===== config.mk =====
export PLATFORM = sky130hd
export DESIGN_NAME = riscv_mc_ctrl_hs
export DESIGN_NICKNAME = d
export VERILOG_FILES = /design/src/rtl/riscv_mc_ctrl_hs_pkg.sv /design/src/rtl/riscv_mc_ctrl_hs_branch_be_dec.sv /design/src/rtl/riscv_mc_ctrl_hs.sv
export SDC_FILE = /design/constraint.sdc
export NUM_CORES = 1
export LEC_CHECK = 0
export CELL_PAD_IN_SITES_DETAIL_PLACEMENT = 0
export CELL_PAD_IN_SITES_GLOBAL_PLACEMENT = 1
export CORE_MARGIN = 1.5
export CORE_UTILIZATION = 28
export DETAILED_ROUTE_END_ITERATION = 16
export PLACE_DENSITY_LB_ADDON = 0.1
export SETUP_SLACK_MARGIN = 0.3
export SYNTH_ARGS = -nofsm -noshare
export SYNTH_HDL_FRONTEND = slang
export SYNTH_SLANG_ARGS = --single-unit

===== constraint.sdc =====
create_clock -name clk -period 1.6 [get_ports clk]
set_clock_uncertainty 0.1 [all_clocks]
set_input_delay 0.24 -clock clk [delete_from_list [all_inputs] [get_ports clk]]
set_output_delay 0.24 -clock clk [all_outputs]
set_load 0.02 [all_outputs]

===== src/rtl/riscv_mc_ctrl_hs_pkg.sv =====
`default_nettype none
// ============================================================================
//  Module   : riscv_mc_ctrl_hs_pkg
//  Brief    : Shared encodings for the multicycle RV32I handshake controller:
//             opcodes, state codes and datapath select encodings.
//  Revision : 1.0  initial release
// ============================================================================
package riscv_mc_ctrl_hs_pkg;

    // RV32I major opcodes (IR[6:0])
    localparam logic [6:0] c_op_r      = 7'b0110011;
    localparam logic [6:0] c_op_i      = 7'b0010011;
    localparam logic [6:0] c_op_load   = 7'b0000011;
    localparam logic [6:0] c_op_store  = 7'b0100011;
    localparam logic [6:0] c_op_branch = 7'b1100011;
    localparam logic [6:0] c_op_jal    = 7'b1101111;
    localparam logic [6:0] c_op_jalr   = 7'b1100111;
    localparam logic [6:0] c_op_lui    = 7'b0110111;
    localparam logic [6:0] c_op_auipc  = 7'b0010111;

    // Controller state encoding
    localparam logic [3:0] c_st_reset   = 4'd0;
    localparam logic [3:0] c_st_fetch   = 4'd1;
    localparam logic [3:0] c_st_decode  = 4'd2;
    localparam logic [3:0] c_st_exec_r  = 4'd3;
    localparam logic [3:0] c_st_exec_i  = 4'd4;
    localparam logic [3:0] c_st_mem_adr = 4'd5;
    localparam logic [3:0] c_st_mem_rd  = 4'd6;
    localparam logic [3:0] c_st_mem_wb  = 4'd7;
    localparam logic [3:0] c_st_mem_wr  = 4'd8;
    localparam logic [3:0] c_st_alu_wb  = 4'd9;
    localparam logic [3:0] c_st_branch  = 4'd10;
    localparam logic [3:0] c_st_jal     = 4'd11;
    localparam logic [3:0] c_st_jalr    = 4'd12;
    localparam logic [3:0] c_st_lui     = 4'd13;
    localparam logic [3:0] c_st_auipc   = 4'd14;
    localparam logic [3:0] c_st_trap    = 4'd15;

    // ALU operand A select
    localparam logic [1:0] c_srca_pc    = 2'd0;
    localparam logic [1:0] c_srca_a     = 2'd1;
    localparam logic [1:0] c_srca_oldpc = 2'd2;

    // ALU operand B select
    localparam logic [1:0] c_srcb_b     = 2'd0;
    localparam logic [1:0] c_srcb_four  = 2'd1;
    localparam logic [1:0] c_srcb_imm   = 2'd2;

    // ALU operation class
    localparam logic [1:0] c_aluop_add  = 2'd0;
    localparam logic [1:0] c_aluop_sub  = 2'd1;
    localparam logic [1:0] c_aluop_func = 2'd2;

    // Register write-back source
    localparam logic [1:0] c_res_aluout = 2'd0;
    localparam logic [1:0] c_res_data   = 2'd1;
    localparam logic [1:0] c_res_pc     = 2'd2;
    localparam logic [1:0] c_res_imm    = 2'd3;

    // PC source select
    localparam logic [1:0] c_pcsrc_alures = 2'd0;
    localparam logic [1:0] c_pcsrc_aluout = 2'd1;
    localparam logic [1:0] c_pcsrc_jalr   = 2'd2;

    // Branch func3 codes
    localparam logic [2:0] c_f3_beq  = 3'b000;
    localparam logic [2:0] c_f3_bne  = 3'b001;
    localparam logic [2:0] c_f3_blt  = 3'b100;
    localparam logic [2:0] c_f3_bge  = 3'b101;
    localparam logic [2:0] c_f3_bltu = 3'b110;
    localparam logic [2:0] c_f3_bgeu = 3'b111;

endpackage
`default_nettype wire


===== src/rtl/riscv_mc_ctrl_hs_branch_be_dec.sv =====
`default_nettype none
// ============================================================================
//  Module   : riscv_mc_ctrl_hs_branch_be_dec
//  Brief    : Combinational decode of branch-taken, data byte enables and
//             sub-word misalignment from func3, ALU flags and address bits.
//  Revision : 1.0  initial release
// ============================================================================
module riscv_mc_ctrl_hs_branch_be_dec
    import riscv_mc_ctrl_hs_pkg::*;
(
    input  logic [2:0] i_func3,
    input  logic       i_zero,
    input  logic       i_lt,
    input  logic       i_ltu,
    input  logic [1:0] i_addr_lo,
    output logic       o_taken,
    output logic       o_branch_ok,
    output logic [3:0] o_data_be,
    output logic       o_misaligned
);

    // Branch condition; func3 010/011 are not branch encodings
    always_comb begin
        o_taken     = 1'b0;
        o_branch_ok = 1'b1;
        case (i_func3)
            c_f3_beq:  o_taken = i_zero;
            c_f3_bne:  o_taken = ~i_zero;
            c_f3_blt:  o_taken = i_lt;
            c_f3_bge:  o_taken = ~i_lt;
            c_f3_bltu: o_taken = i_ltu;
            c_f3_bgeu: o_taken = ~i_ltu;
            default:   o_branch_ok = 1'b0;
        endcase
    end

    // Byte enables by access size; halfword ignores addr bit 0, word ignores both
    always_comb begin
        o_data_be    = 4'b1111;
        o_misaligned = 1'b0;
        case (i_func3[1:0])
            2'b00: o_data_be = 4'b0001 << i_addr_lo;
            2'b01: begin
                o_data_be    = 4'b0011 << {i_addr_lo[1], 1'b0};
                o_misaligned = i_addr_lo[0];
            end
            2'b10: o_misaligned = |i_addr_lo;
            default: o_data_be = 4'b1111;
        endcase
    end

endmodule
`default_nettype wire


===== src/rtl/riscv_mc_ctrl_hs.sv =====
`default_nettype none
// ============================================================================
//  Module   : riscv_mc_ctrl_hs
//  Brief    : Multicycle RV32I control FSM with req/ready memory handshake,
//             memory-wait watchdog, sub-word byte enables and trap state.
//  Revision : 1.0  initial release
// ============================================================================
module riscv_mc_ctrl_hs
    import riscv_mc_ctrl_hs_pkg::*;
#(
    parameter int TIMEOUT_W     = 8,
    parameter int TIMEOUT_MAX   = 255,
    parameter bit MISALIGN_TRAP = 1'b1
) (
    input  logic       clk,
    input  logic       rst,
    input  logic [6:0] opcode,
    input  logic [2:0] func3,
    input  logic [6:0] func7,
    input  logic       zero,
    input  logic       lt,
    input  logic       ltu,
    input  logic [1:0] addr_lo,
    input  logic       mem_ready,
    output logic       mem_req,
    output logic       mem_we,
    output logic [3:0] mem_be,
    output logic       IorD,
    output logic       IRWrite,
    output logic       RegWrite,
    output logic [1:0] ALUSrcA,
    output logic [1:0] ALUSrcB,
    output logic [1:0] ALUOp,
    output logic [1:0] ResultSrc,
    output logic [1:0] PCSrc,
    output logic       PCWrite,
    output logic       illegal,
    output logic       mem_timeout
);

    // Watchdog fires on the cycle whose stall would bring the count to TIMEOUT_MAX
    localparam logic [TIMEOUT_W-1:0] c_wd_last = TIMEOUT_W'(TIMEOUT_MAX - 1);

    logic [3:0]           r_state;
    logic [3:0]           w_state_nxt;
    logic [TIMEOUT_W-1:0] r_wd;
    logic                 w_wd_expire;
    logic                 w_set_illegal;
    logic                 w_set_timeout;
    logic                 r_illegal;
    logic                 r_timeout;
    logic                 w_taken;
    logic                 w_branch_ok;
    logic [3:0]           w_data_be;
    logic                 w_misaligned;
    logic                 w_unused_func7;

    // func7 is decoded by the ALU decoder, not by this controller
    assign w_unused_func7 = ^func7;

    riscv_mc_ctrl_hs_branch_be_dec u_dec (
        .i_func3      (func3),
        .i_zero       (zero),
        .i_lt         (lt),
        .i_ltu        (ltu),
        .i_addr_lo    (addr_lo),
        .o_taken      (w_taken),
        .o_branch_ok  (w_branch_ok),
        .o_data_be    (w_data_be),
        .o_misaligned (w_misaligned)
    );

    assign w_wd_expire = mem_req && !mem_ready && (r_wd == c_wd_last);
    assign illegal     = r_illegal;
    assign mem_timeout = r_timeout;

    // State register; reset drops every request combinationally
    always_ff @(posedge clk or posedge rst) begin
        if (rst) r_state <= c_st_reset;
        else     r_state <= w_state_nxt;
    end

    // Watchdog counts consecutive stalled request cycles
    always_ff @(posedge clk or posedge rst) begin
        if (rst)                      r_wd <= '0;
        else if (mem_req && !mem_ready) r_wd <= r_wd + 1'b1;
        else                          r_wd <= '0;
    end

    // Sticky trap cause flags, cleared only by reset
    always_ff @(posedge clk or posedge rst) begin
        if (rst) begin
            r_illegal <= 1'b0;
            r_timeout <= 1'b0;
        end else begin
            r_illegal <= r_illegal | w_set_illegal;
            r_timeout <= r_timeout | w_set_timeout;
        end
    end

    // Next-state and output decode
    always_comb begin
        w_state_nxt   = r_state;
        w_set_illegal = 1'b0;
        w_set_timeout = 1'b0;
        mem_req       = 1'b0;
        mem_we        = 1'b0;
        mem_be        = 4'b0000;
        IorD          = 1'b0;
        IRWrite       = 1'b0;
        RegWrite      = 1'b0;
        ALUSrcA       = c_srca_pc;
        ALUSrcB       = c_srcb_b;
        ALUOp         = c_aluop_add;
        ResultSrc     = c_res_aluout;
        PCSrc         = c_pcsrc_alures;
        PCWrite       = 1'b0;
        case (r_state)
            c_st_reset: w_state_nxt = c_st_fetch;
            c_st_fetch: begin
                mem_req = 1'b1;
                mem_be  = 4'b1111;
                ALUSrcB = c_srcb_four;
                if (mem_ready) begin
                    IRWrite     = 1'b1;
                    PCWrite     = 1'b1;
                    w_state_nxt = c_st_decode;
                end else if (w_wd_expire) begin
                    w_set_timeout = 1'b1;
                    w_state_nxt   = c_st_trap;
                end
            end
            c_st_decode: begin
                ALUSrcA = c_srca_oldpc;
                ALUSrcB = c_srcb_imm;
                case (opcode)
                    c_op_r:      w_state_nxt = c_st_exec_r;
                    c_op_i:      w_state_nxt = c_st_exec_i;
                    c_op_load,
                    c_op_store:  w_state_nxt = c_st_mem_adr;
                    c_op_branch: w_state_nxt = c_st_branch;
                    c_op_jal:    w_state_nxt = c_st_jal;
                    c_op_jalr:   w_state_nxt = c_st_jalr;
                    c_op_lui:    w_state_nxt = c_st_lui;
                    c_op_auipc:  w_state_nxt = c_st_auipc;
                    default: begin
                        w_set_illegal = 1'b1;
                        w_state_nxt   = c_st_trap;
                    end
                endcase
            end
            c_st_exec_r: begin
                ALUSrcA     = c_srca_a;
                ALUSrcB     = c_srcb_b;
                ALUOp       = c_aluop_func;
                w_state_nxt = c_st_alu_wb;
            end
            c_st_exec_i: begin
                ALUSrcA     = c_srca_a;
                ALUSrcB     = c_srcb_imm;
                ALUOp       = c_aluop_func;
                w_state_nxt = c_st_alu_wb;
            end
            c_st_auipc: begin
                ALUSrcA     = c_srca_oldpc;
                ALUSrcB     = c_srcb_imm;
                w_state_nxt = c_st_alu_wb;
            end
            c_st_alu_wb: begin
                RegWrite    = 1'b1;
                ResultSrc   = c_res_aluout;
                w_state_nxt = c_st_fetch;
            end
            c_st_lui: begin
                RegWrite    = 1'b1;
                ResultSrc   = c_res_imm;
                w_state_nxt = c_st_fetch;
            end
            c_st_mem_adr: begin
                ALUSrcA = c_srca_a;
                ALUSrcB = c_srcb_imm;
                if (MISALIGN_TRAP && w_misaligned) w_state_nxt = c_st_trap;
                else if (opcode == c_op_store)     w_state_nxt = c_st_mem_wr;
                else                               w_state_nxt = c_st_mem_rd;
            end
            c_st_mem_rd: begin
                mem_req = 1'b1;
                mem_be  = w_data_be;
                IorD    = 1'b1;
                if (mem_ready) begin
                    w_state_nxt = c_st_mem_wb;
                end else if (w_wd_expire) begin
                    w_set_timeout = 1'b1;
                    w_state_nxt   = c_st_trap;
                end
            end
            c_st_mem_wb: begin
                RegWrite    = 1'b1;
                ResultSrc   = c_res_data;
                w_state_nxt = c_st_fetch;
            end
            c_st_mem_wr: begin
                mem_req = 1'b1;
                mem_we  = 1'b1;
                mem_be  = w_data_be;
                IorD    = 1'b1;
                if (mem_ready) begin
                    w_state_nxt = c_st_fetch;
                end else if (w_wd_expire) begin
                    w_set_timeout = 1'b1;
                    w_state_nxt   = c_st_trap;
                end
            end
            c_st_branch: begin
                ALUSrcA = c_srca_a;
                ALUSrcB = c_srcb_b;
                ALUOp   = c_aluop_sub;
                PCSrc   = c_pcsrc_aluout;
                if (w_branch_ok) begin
                    PCWrite     = w_taken;
                    w_state_nxt = c_st_fetch;
                end else begin
                    w_set_illegal = 1'b1;
                    w_state_nxt   = c_st_trap;
                end
            end
            c_st_jal: begin
                RegWrite    = 1'b1;
                ResultSrc   = c_res_pc;
                PCSrc       = c_pcsrc_aluout;
                PCWrite     = 1'b1;
                w_state_nxt = c_st_fetch;
            end
            c_st_jalr: begin
                RegWrite    = 1'b1;
                ResultSrc   = c_res_pc;
                ALUSrcA     = c_srca_a;
                ALUSrcB     = c_srcb_imm;
                PCSrc       = c_pcsrc_jalr;
                PCWrite     = 1'b1;
                w_state_nxt = c_st_fetch;
            end
            c_st_trap: w_state_nxt = c_st_trap;
            default:   w_state_nxt = c_st_trap;
        endcase
    end

endmodule
`default_nettype wire


Word level (Yosys, flattened, before mapping)
Cells that the tools add are included.
{"block": "totals", "register_bits": 14, "latch_bits": 0, "mem_bits_rw": 0, "mem_bits_ro": 0, "in_bits": 25, "output_inout_bits": 22, "wordCells": 99, "n_memories": 0}
{"block": "classes", "addsub": 1, "n_mul": 0, "div": 0, "order_cmp": 0, "eq_ne": 32, "shifts": 2, "n_mux": 34, "bitwise": 5, "n_reduce_logical": 21}
{"op": "4-bit one-hot mux with 9 select lines", "count": 1}
{"op": "4-bit == test, second input constant", "count": 8}
{"op": "4-bit one-hot mux with 8 select lines", "count": 1}
{"op": "4-bit two-way mux", "count": 7}
{"op": "7-bit by 6-bit == test with 1-bit output, second input constant", "count": 3}
{"op": "7-bit == test, second input constant", "count": 3}
{"op": "4-bit by 3-bit == test with 1-bit output, second input constant", "count": 4}
{"op": "2-bit one-hot mux with 2 select lines", "count": 4}
{"op": "4-bit one-hot mux with 2 select lines", "count": 2}
{"op": "5-bit OR reduction", "count": 3}
{"op": "7-bit by 5-bit == test with 1-bit output, second input constant", "count": 2}
{"op": "2-bit OR reduction", "count": 7}
{"op": "1-bit two-way mux", "count": 13}
{"op": "3-bit == test, second input constant", "count": 4}
{"op": "6-bit OR reduction", "count": 2}
{"op": "9-bit OR reduction", "count": 1}
{"op": "8-bit by 1-bit adder with 8-bit output, second input constant", "count": 1}
{"op": "4-bit by 2-bit == test with 1-bit output, second input constant", "count": 2}
{"op": "8-bit == test, second input constant", "count": 1}
{"op": "8-bit two-way mux", "count": 1}
{"op": "7-bit by 2-bit == test with 1-bit output, second input constant", "count": 1}
{"op": "1-bit one-hot mux with 6 select lines", "count": 1}
{"op": "2-bit one-hot mux with 3 select lines", "count": 1}
{"op": "3-bit OR reduction", "count": 2}
{"op": "other kinds (15)", "count": 20}

Longest topological paths before layout
{"block": "depth", "depth_word": 9, "mapped_depth": 7, "mapped_depth_nobuf": 7}

By module
A second synthesis with hierarchy kept.
{"block": "unflattened", "hier_cells": 170, "hier_area_um2": 1362.6}
{"module": "riscv_mc_ctrl_hs", "n_inst": 1, "cells_each": 147, "area_each_um2": 1184.9, "seq_area_each_um2": 350.3}
{"module": "riscv_mc_ctrl_hs_branch_be_dec", "n_inst": 1, "cells_each": 23, "area_each_um2": 177.7, "seq_area_each_um2": 0.0}

Least setup slack after synthesis
Ideal clock, no wire load.
{"block": "synth_path", "path_kind": "register to output", "startpoint": "reg r_state[2]", "endpoint": "out mem_be[0]", "arrival_time_ns": 1.849, "t_required_ns": 1.260, "slack_ns": -0.589, "stages_incl_launch_ff": 7, "path_buffers": 1, "path_cell_list": "dfrtp_1 -> clkbuf_1 -> nor2b_1 -> nand2_1 -> a21oi_1 -> inv_2 -> o21ai_1"}
{"block": "synth_via", "elab_chain_cells": 3, "elab_cells_between_ends": 5, "classes_between": "eq/ne: 3; mux: 1; reduce/logical: 1"}
{"item": "from (decl)", "line": "riscv_mc_ctrl_hs.sv:44", "rtl": "logic [3:0] r_state;"}
{"item": "from (signal assigned)", "line": "riscv_mc_ctrl_hs.sv:79", "rtl": "if (rst) r_state <= c_st_reset;"}
{"item": "from (signal assigned)", "line": "riscv_mc_ctrl_hs.sv:80", "rtl": "else r_state <= w_state_nxt;"}
{"item": "4-bit == test or 4-bit by 3-bit == test with 1-bit output (tied branches)", "line": "riscv_mc_ctrl_hs.sv:118", "rtl": "case (r_state)"}
{"item": "2-bit OR reduction (no line)"}
{"item": "4-bit one-hot mux with 2 select lines (*)", "line": "riscv_mc_ctrl_hs.sv:118"}
{"item": "to (decl)", "line": "riscv_mc_ctrl_hs.sv:27", "rtl": "output logic [3:0] mem_be,"}
Mark *: on every way between the ends. The rest lies on a longest branch, timed or not.

Final worst setup path
{"block": "layout_path", "startpoint": "reg r_state[2]", "endpoint": "out mem_be[2]"}
The elaborated chain is that of the path after synthesis.

==> key figures <==
Routing
  – Vias: 1716
  – DRC: 0
  – Initial drt markers: 52
  – Drt total wl: 5.05 mm
  – Drt first pass iters: 4
  – Via density: 5.17
  – WL/cell: 15.2 um
  – Post-DRT Antenna Nets: 0

Floorplanning
  – Core area: around 0.0045 mm^2
  – IO Count: 47
  – Site row count: 24
  – Die Wd: 72.1 um
  – Die H: ~72 um
  – Die area: 0.00520 mm^2
  – Starting Density: 29.9%

Logic synthesis
  – Most frequent cells after synthesis: 24 x nor2_1, 19 x nand2_1, 14 x a21oi_1, 14 x dfrtp_1, 11 x inv_1
  – Seq cells post-synth: 14
  – YS warnings: 0
  – Net Count, Synth: 213
  – Count leader, synth: nor2_1
  – Mapped Area: about 0.0013 mm^2
  – Synthesized area per cell: 7.35 um^2
  – Synth cell types: 49
  – Area contributors post-synth: dfrtp_1 26%, nor2_1 6.7%, ha_1 5.6%
  – Fraction of registers with async set or reset after synthesis: 100%
  – Post-synth EDFFs: 0
  – Part of the Yosys area used for sequential elements: between 20% and 30%
  – Top-area cell type share of the netlist area: 26.2%
  – Mapped Cells: roughly 180
  – Synth area leader: dfrtp_1
  – Ys flop type: dfrtp_1

Power and ir drop
  – Clk pwr share: 7.4%
  – Power share of the sequential group: 12.0%
  – Sw frac: a little under half
  – Power per cell area: 1580 mW/mm^2
  – Net Switching: 2080 uW
  – Worst IR Drop VDD: 0.000725 V
  – P_leak: roughly 0.0012 uW
  – Internal Pwr Total: 2510 uW
  – Gate power share: 80.5%

Timing
  – Setup TNS Final: -4.15 ns
  – RSZ-0062 raised after global routing: yes
  – Worst-Margin Slew: 0.549 ns
  – Fmax: 530 MHz
  – # setup viols final: 26
  – Tcrit/Tclk final: 118%
  – Final hold viol count: 0
  – Slew Limit Headroom: around 63%
  – Final Slew Violations: 0
  – Worst hold slack: 0.242 ns
  – Final worst-path setup slack: -0.286 ns
  – Tmin final: 1.89 ns

Global routing
  – Pin count of the biggest net entering global routing: 15
  – Overflow after GRT: 0
  – Initial antenna violation count: 0
  – Total GRT Usage: 18.5%
  – Vias in the first global route: 1659
  – First-pass GRT wire length: around 7.7 mm

Worst setup path
  – Max FO, Critical Path: 6
  – Critical path endpoint category: output pin
  – CP bufs+invs: 2
  – Element type at the critical path start: flop
  – Crit path cell chain: nor2b_4 -> nand2_2 -> a21oi_4 -> inv_4 -> o21ai_4 -> buf_6
  – Top cell family by delay on the critical path: flip-flops
  – Req. time, crit path: 1.26 ns
  – Arr. time, crit path: 1.55 ns
  – Crit path kind: reg -> out
  – Crit-path slowest cell: dfrtp_2
  – Max incr delay on CP: approximately 0.45 ns

Clocking
  – Sink Count: 14
  – Clk slew on worst S/H paths: about 0.060 ns
  – Clock latency on the worst-skew pair: between 0.2 and 0.25 ns
  – H-tree level count: 1
  – Clock buffer depth: 2
  – Clk root buf: clkbuf_8
  – Num CTS Buffers: 3
  – CTS tree: done
  – CTS hold repair buffers: 0

Cells and area
  – Fin nets: approximately 310
  – Multi-input gate area: 0.00141 mm^2
  – Filler cells: 360
  – Layout area overhead: 116%
  – Reg area: 355 um^2
  – Layout cells sized above 1: 60.4%
  – N_diodes: 0

Flow run
  – Max_cap viols: 0

Place
  – Final HPWL from detailed placement: 3.66 mm
  – DP Worst Slack: -1.20 ns
  – Port bufs: 39
  – RD Place Congestion: 0.856

Run status
  – Violated checks: setup timing
  – Status: finished with violations

Hold path
  – Class of the most critical hold timing path: in -> async
==> layout by cell type (no fill, tap or decap), types with 6 or more instances in the layout <==
master and n:
inv_1 8, a21oi_1 7, buf_4 54, nor2_1 8
nand2_1 11, dfrtp_1 10, buf_6 27, nor2_4 15
dlygate4sd2_1 6
==> metal layers <==
| metal | vias up | share of wire (%) | GRT usage, % |
|---|---|---|---|
| met5 | - | 0 | 0 |
| met4 | 0 | 1.5 | 5.66 |
| met3 | 8 | 2.6 | 1.39 |
| met2 | 37 | 54 | 34.9 |
| met1 | 830 | 42 | 22.4 |
| li1 | 841 | - | - |
==> final timing paths <==
| path | start | end | slack, ns | cells after the start |
|---|---|---|---|---|
| worst max register to register | r_state[0] | r_state[0] | -0.18 | 7 |
| max in group asynchronous | rst | r_state[0] | 0.76 | 2 |
| min in group clk | func3[1] | illegal | 0.26 | 3 |
| worst min-delay path | rst | mem_timeout | 0.24 | 2 |
| worst max-delay path | r_state[2] | mem_be[2] | -0.29 | 6 |
| worst min register to register | illegal | illegal | 0.39 | 1 |
==> repair_timing <==
item | CTS | global route
setup endpoints to repair | 36 | 36
cloned | 0 | 1
pin swaps | 19 | 18
gates resized for setup | 177 | 51
buffers inserted | 8 | 6
==> worst reg2reg max path: cells and delay by family, from the launching register on <==
kind            cells  cell delay (ns)
simple gates        3             0.53
compound gates      2             0.35
buf+inv             2             0.28
flops               1             0.45
==> state kept, by name (all words and copies together), names as in the netlist <==
| name | count |
|---|---|
| mem_timeout | 1 |
| r_wd | 8 |
| illegal | 1 |
| r_state | 4 |
==> per-stage QoR <==
stage,instance area (um^2),util [%],instances,total power (uW)
2_1_floorplan,1710,-,182,2420
3_3_place_gp,2390,53.4,313,3410
3_5_place_dp,2390,53.4,313,3470
4_1_cts,2640,58.9,325,4110
5_1_grt,2890,64.7,332,4830
6_report,2890,64.7,332,4590
==> power groups by stage <==
stage | Combinational (uW) | Sequential, uW | Clock [uW]
after floorplan | 1930 | 489 | 0
after global placement | 2890 | 527 | 0
after detailed placement | 2940 | 527 | 0
after CTS | 3220 | 536 | 348
after global routing | 3900 | 564 | 363
final | 3690 | 552 | 341
==> cell type report <==
| cell class | instances | share of cell area, % |
|---|---|---|
| Clock buffer | 4 | 1.90 |
| Inverter | 13 | 2.03 |
| Multi-Input combinational cell | 145 | 48.9 |
| Sequential cell | 14 | 12.3 |
| Tap cell | 52 | 2.25 |
| Timing Repair Buffer | 104 | 32.7 |
==> kinds of logic after synthesis <==
logic type | Yosys count | share of synthesized area, %
buf+inv | 23 | 7.39
simple gates | 77 | 28.0
mux | 4 | 2.99
fa+ha+maj | 6 | 5.61
flops | 14 | 26.2
compound gates | 49 | 23.9
xor+xnor | 9 | 5.89
Note: power is estimated with default switching activity, not from simulation.
